`config.mk`:
```
export PLATFORM = sky130hd
export DESIGN_NAME = course1_flat
export DESIGN_NICKNAME = d
export VERILOG_FILES = /design/src/rtl/course1_pkg.sv /design/src/rtl/course1_if.sv /design/src/rtl/course1_sync.sv /design/src/rtl/course1.sv /design/src/flat_wrapper.sv
export SDC_FILE = /design/constraint.sdc
export NUM_CORES = 1
export LEC_CHECK = 0
export CAP_MARGIN = 20
export CORE_UTILIZATION = 60
export CTS_BUF_LIST = sky130_fd_sc_hd__clkbuf_8
export DETAILED_ROUTE_END_ITERATION = 7
export GPL_TIMING_DRIVEN = 1
export PLACE_DENSITY = 0.84
export SETUP_SLACK_MARGIN = 0.3
export SYNTH_ARGS = -nofsm -noshare
export SYNTH_HDL_FRONTEND = slang
export SYNTH_SLANG_ARGS = --single-unit
```
`constraint.sdc`:
```
create_clock -name clk -period 2.7 [get_ports clk]
set_input_delay 0.54 -clock clk [delete_from_list [all_inputs] [get_ports clk]]
set_output_delay 0.54 -clock clk [all_outputs]
set_load 0.02 [all_outputs]
```
`src/rtl/course1_pkg.sv`:
```
// course1_pkg: shared widths, LED bit positions and the heartbeat width
// default for the switch-to-LED introductory block.
package course1_pkg;

  localparam int SW_W  = 4;
  localparam int LED_W = 16;

  localparam int LED_PARITY  = 0;
  localparam int LED_AND     = 1;
  localparam int LED_OR      = 2;
  localparam int LED_MAJ     = 3;
  localparam int LED_ECHO_LO = 4;
  localparam int LED_CNT_LO  = 8;
  localparam int LED_NBCD    = 11;
  localparam int LED_HB      = 15;

  localparam int HB_WIDTH_DEFAULT = 24;

endpackage

```
`src/rtl/course1_if.sv`:
```
// course1_if: bundles the slide-switch inputs and the LED outputs.
// The master side drives the switches; the slave side is the course1 block.
interface course1_if;
  import course1_pkg::*;

  logic [SW_W-1:0]  SW;
  logic [LED_W-1:0] LED;

  modport master (output SW, input LED);
  modport slave  (input SW, output LED);

endinterface

```
`src/rtl/course1_sync.sv`:
```
// course1_sync: generic N-bit two-stage synchronizer with asynchronous
// active-high reset. Both stages clear while rst is high.
module course1_sync #(
  parameter int N = 4
) (
  input  logic         clk,
  input  logic         rst,
  input  logic [N-1:0] d,
  output logic [N-1:0] q
);

  logic [N-1:0] meta;

  // Two flops in series give the first stage a full cycle to settle.
  always_ff @(posedge clk or posedge rst) begin
    if (rst) begin
      meta <= '0;
      q    <= '0;
    end else begin
      meta <= d;
      q    <= meta;
    end
  end

endmodule

```
`src/rtl/course1.sv`:
```
// course1: samples the slide switches, decodes parity/AND/OR/majority,
// echo, population count and a non-BCD flag into registered LEDs, and
// drives LED[15] from a free-running heartbeat counter.
// Build option: define COURSE1_SYNC_EN to pass SW through a 2-flop
// synchronizer (3-cycle latency); otherwise SW is registered directly
// (1-cycle latency) and must already be synchronous to clk.
module course1
  import course1_pkg::*;
#(
  parameter int HB_WIDTH = HB_WIDTH_DEFAULT
) (
  input logic      clk,
  input logic      rst,
  course1_if.slave io
);

  logic [SW_W-1:0]     s;
  logic [11:0]         dec;
  logic [11:0]         dec_q;
  logic [2:0]          cnt;
  logic [HB_WIDTH-1:0] hb;

`ifdef COURSE1_SYNC_EN
  course1_sync #(.N(SW_W)) u_sync (
    .clk (clk),
    .rst (rst),
    .d   (io.SW),
    .q   (s)
  );
`else
  assign s = io.SW;
`endif

  // All decoded functions derive from one sample of s so they always agree.
  always_comb begin
    dec = '0;
    cnt = 3'(s[0]) + 3'(s[1]) + 3'(s[2]) + 3'(s[3]);
    dec[LED_PARITY]             = ^s;
    dec[LED_AND]                = &s;
    dec[LED_OR]                 = |s;
    dec[LED_MAJ]                = (cnt >= 3'd3);
    dec[LED_ECHO_LO +: SW_W]    = s;
    dec[LED_CNT_LO +: 3]        = cnt;
    dec[LED_NBCD]               = (s >= 4'd10);
  end

  // Output register: every decoded LED updates together on one edge.
  always_ff @(posedge clk or posedge rst) begin
    if (rst) begin
      dec_q <= '0;
    end else begin
      dec_q <= dec;
    end
  end

  // Heartbeat counter free-runs and wraps; its MSB blinks LED[15].
  always_ff @(posedge clk or posedge rst) begin
    if (rst) begin
      hb <= '0;
    end else begin
      hb <= hb + HB_WIDTH'(1);
    end
  end

  assign io.LED = {hb[HB_WIDTH-1], 3'b000, dec_q};

endmodule

```
`src/flat_wrapper.sv`:
```
// flat-port wrapper written by rule: the top's interface ports become plain ports
module course1_flat import course1_pkg::*;
#(
  parameter int HB_WIDTH = HB_WIDTH_DEFAULT
)
  (clk, rst, io_SW, io_LED);
  course1_if io_i ();
  input logic clk;
  input logic rst;
  input wire logic [$bits(io_i.SW)-1:0] io_SW;
  output wire logic [$bits(io_i.LED)-1:0] io_LED;
  assign io_i.SW = io_SW;
  assign io_LED = io_i.LED;
  course1 #(.HB_WIDTH(HB_WIDTH)) u_core (.clk(clk), .rst(rst), .io(io_i));
endmodule
```
Yosys cells after proc, flatten, opt, wreduce, memory -nomap -nowiden

Index checks and enable logic that the tools add are counted.

Memories kept: 0
Bits in latches: 0
Input port bits: 6
Bits in registers: 36
Bits in writable memories: 0
Memory bits (read-only): 0

Eq/ne operators: 0
Mux-type cells: 0
Div/mod/pow operators: 0
Shift-type cells: 0
$lt $le $gt $ge: 2
Multipliers: 0
Reduce and logical (&&, ||, !) cells: 3
Add/sub/neg operators: 4
Bitwise logic cells: 0

Operator list:

| cell                                                              | count |
|---|---|
| adder 24 x 1 -> 24 bit, second input constant                     | 1 |
| adder 3 x 1 -> 3 bit                                              | 2 |
| greater-or-equal comparator 4 bit, second input constant          | 1 |
| AND reduction 4 bit                                               | 1 |
| OR reduction 4 bit                                                | 1 |
| XOR reduction 4 bit                                               | 1 |
| greater-or-equal comparator 3 x 2 -> 1 bit, second input constant | 1 |
| adder 1 x 1 -> 2 bit                                              | 1 |

Longest topological paths before layout

Depth in word-level cells: 4
Mapped depth: 7
Gate-level depth less buffers: 7

Worst setup path after synthesis

Ideal clock, no wire load.

Kind: input-to-reg
Start point: in io_SW[0]
End point: reg u_core.dec_q[3]
Stages on the path: 7
Setup slack: 0.923 ns
Arrival: 1.659 ns
Path buffers: 0
Data required time: 2.582 ns
Setup time: 0.118 ns
Cells stage by stage: inv_1 ha_1 inv_1 fa_1 inv_1 ha_1 a21o_1

Longest elaborated chain between the ends: 4

RTL lines:

| what                                       | line               | RTL |
|---|---|---|
| start, declared                            | flat_wrapper.sv:10 | `input wire logic [$bits(io_i.SW)-1:0] io_SW;` |
| adder 1 x 1 -> 2 bit                       | course1.sv:37      | `cnt = 3'(s[0]) + 3'(s[1]) + 3'(s[2]) + 3'(s[3]);` |
| adder 3 x 1 -> 3 bit (2 in a row)          | course1.sv:37      |  |
| named net u_core.cnt[1]                    | course1.sv:20      | `logic [2:0] cnt;` |
| greater-or-equal comparator 3 x 2 -> 1 bit | course1.sv:41      | `dec[LED_MAJ] = (cnt >= 3'd3);` |
| named net u_core.dec[3]                    | course1.sv:18      | `logic [11:0] dec;` |
| end signal, assigned                       | course1.sv:50      | `dec_q <= '0;` |
| end signal, assigned                       | course1.sv:52      | `dec_q <= dec;` |
| end, declared                              | course1.sv:19      | `logic [11:0] dec_q;` |

The timed path passes the listed nets, and every way through them passes these cells.

Final worst setup path

Start point: in io_SW[1]
End point: reg u_core.dec_q[3]

Same word-level chain as after synthesis.

==> qor.yml <==
status:
  status: "completed"
grt:
  grt_pass1_wl_um: 3880
  grt_overflow: 0
  track_usage_pct: 20.2
  antenna_found_initial: 0
  grt_pass1_vias: 935
  grt_max_degree: 36
power_and_ir_drop:
  p_leak_nw: 0.914
  peakVddDrop_uv: 543
  cellPowerDensity_nw_per_um2: 561
  finalPower_mw: 1.05
finish:
  final_layout_size_suffix_gt1_share_pct: 9.03
  multi_input_area_sq_um: 622
  antennaDiodeCount: 0
  final_cell_count_no_fill: 185
  nNetsFinal: 169
  syn2layout_area_growth_pct: 17.8
  seqCellArea_sq_um: 876
  final_core_utilization_pct: 75.0
  n_fill_cell: 162
cts:
  cts_setup_buffers: 0
  clk_path_buf_depth: 2
  numCtsBuffers: 5
  clk_latency_ns: 0.29
  cts_resized: 0
  cts.clk_slew.worst_paths_ns: 0.06
  ctsHoldBuffers: 0
  cts_root_buf: "clkbuf_8"
  htreeDepth: 2
  tritoncts: "built"
  cts.sinks: 35
logic_synthesis:
  synthMuxAreaShare_pct: 0
  syn_avg_cell_area_sq_um: 12.1
  synthSimpleGateAreaFrac_pct: 17.9
  yosysWarnings: 0
  synth_top_family_by_area: "simple AND/OR/NAND/NOR gates"
  syn_area_sq_um: 1590
  synth-adder-area-share_pct: 7.55
  postSynthCellCount: 132
  yosys.area_share.xor_xnor_pct: 12.1
  synth_compound_area_share_pct: 0.786
  yosysUniqueCellTypes: 27
  ys_seq_area_share_pct: 55.0
  synth_seq_cells: 35
die:
  die-area_sq_um: 2860
  die_x_um: 53.5
  core_sq_um: 2500
  num_rows: 18
  dieHeight_um: 53.5
  start_util_pct: 63.7
  io_pins: 22
placement:
  port-buffer-count: 18
  hpwl_um: 1790
  gp_congestion: 0.772
  place_inst: 177
run:
  cap_violations: 0
critical_path:
  worst_ep_arrival_time_ns: 2.30
  crit_path_end_kind: "flip-flop"
  cp.required_ns: 2.88
  r2r_cells: 5
  path_max_fanout: 5
  start_kind: "input pin"
  path_class: "input pin to flip-flop"
routing:
  ant_nets: 0
  num_vias: 959
  wl_per_cell_um: 13.1
  dr.pass1.iters: 4
  post-route-drc-count: 0
  drt_iter0_markers: 13
  viasPerCell: 5.18
  routed_wl_um: 2420
sta:
  post-route-period-util_pct: 78.7
  period_minus_slack_ns: 2.12
  slew_violations: 0
  clock_skew_ns: 0.00549
  fmax_mhz: 471
  setup_viol: 0
  fin_tns_setup_ns: 0
  grt_setup_unrepaired: "false"
  hold_viol_final: 0
hold_path:
  hold_path_class: "flip-flop to flip-flop"
  hold_depth: 1
[final timing paths]
check	end	slack [ns]	start
setup / recovery	u_core.dec_q[3]$_DFF_PP0_	0.58	io_SW[1]
hold / removal	u_core.hb[5]$_DFF_PP0_	0.47	u_core.hb[5]$_DFF_PP0_
setup reg to reg	u_core.hb[18]$_DFF_PP0_	1.13	u_core.hb[0]$_DFF_PP0_
hold reg to reg	u_core.hb[5]$_DFF_PP0_	0.47	u_core.hb[5]$_DFF_PP0_
max in group asynchronous	u_core.hb[6]$_DFF_PP0_	1.75	rst
min in group asynchronous	u_core.hb[4]$_DFF_PP0_	0.65	rst
[kinds of logic (layout without fill, tap and decap cells)]
logic type | after synthesis | in the layout
flops | 35 | 35
fa+ha+maj | 9 | 9
xor+xnor | 22 | 22
simple gates | 43 | 43
other cells | 1 | 3
compound gates | 2 | 2
buf+inv | 20 | 41
[routing by layer]
metal / GRT usage, % / wire length, um / vias to the layer above
met2: 34.0 / 1280 / 14
li1: - / - / 470
met1: 21.0 / 995 / 470
met5: 0 / 0 / -
met4: 9.21 / 40 / 0
met3: 10.1 / 105 / 5
[layout by cell type, fill, tap and decap left out]
| master | instances |
|---|---|
| ha_1 | 8 |
| a21o_1 | 1 |
| nand2_1 | 8 |
| or3_4 | 1 |
| fa_1 | 1 |
| nor3_1 | 5 |
| nor2_1 | 3 |
| dfrtp_1 | 35 |
| nor4_4 | 1 |
| and3_1 | 1 |
| and2_1 | 2 |
| clkbuf_8 | 7 |
| buf_4 | 1 |
| nand3_1 | 7 |
| o21ai_0 | 1 |
| nand4_4 | 1 |
| nor4_1 | 4 |
| conb_1 | 3 |
| inv_1 | 15 |
| and4_1 | 2 |
| xnor2_1 | 12 |
| and2_2 | 1 |
| nand4_1 | 4 |
| nor4_2 | 1 |
| nand2b_1 | 1 |
| xor2_1 | 10 |
| nand3_4 | 1 |
| clkdlybuf4s50_1 | 18 |
[cells in the mapped netlist]
library cell / instances / share of area, %
a21o_1: 1 / 0.47
and2_1: 2 / 0.79
and2_2: 1 / 0.47
and3_1: 1 / 0.39
and4_1: 2 / 1.1
buf_4: 5 / 2.4
buf_6: 1 / 0.71
conb_1: 1 / 0.24
dfrtp_1: 35 / 55
fa_1: 1 / 1.3
ha_1: 8 / 6.3
inv_1: 14 / 3.3
nand2_1: 8 / 1.9
nand2b_1: 1 / 0.39
nand3_1: 7 / 2.2
nand3_4: 1 / 1.1
nand4_1: 4 / 1.6
nand4_4: 1 / 1.3
nor2_1: 3 / 0.71
nor3_1: 5 / 1.6
nor4_1: 4 / 1.6
nor4_2: 1 / 0.79
nor4_4: 1 / 1.3
o21ai_0: 1 / 0.31
or3_4: 1 / 0.71
xnor2_1: 12 / 6.6
xor2_1: 10 / 5.5
[flip-flops by register name, indices dropped and copies added (netlist names)]
| name | cells |
|---|---|
| u_core.hb | 24 |
| u_core.dec_q | 11 |
[metrics by stage]
step / area (sq um) / setup WS (ns) / hold slack [ns]
6_report: 1880 / 0.575 / 0.470
5_1_grt: 1880 / 0.482 / 0.487
4_1_cts: 1880 / 0.570 / 0.478
3_5_place_dp: 1780 / 0.278 / 0.466
3_3_place_gp: 1780 / 0.344 / 0.456
2_1_floorplan: 1600 / 0.923 / 0.438
[worst max-delay path, stage by stage]
cell and delay [ns]:
clkdlybuf4s50_1 0.55, inv_1 0.06, ha_1 0.27, inv_1 0.04
fa_1 0.36, inv_1 0.06, ha_1 0.23, a21o_1 0.18
[layout make-up]
type	count	share of cell area [%]
multi-input combinational	79	33.2
clock buffer	7	5.14
inverter	14	2.80
sequential	35	46.7
tap	30	2.00
clock inverter	1	0.200
timing repair buffer	19	10.0
[where the power goes]
group	internal [mW]	switching [mW]	total, mW
Clock	0.229	0.178	0.407
Sequential	0.538	0.00533	0.544
Combinational	0.0444	0.0569	0.101
Total	0.811	0.240	1.05
Note: power is estimated with default switching activity, not from simulation.
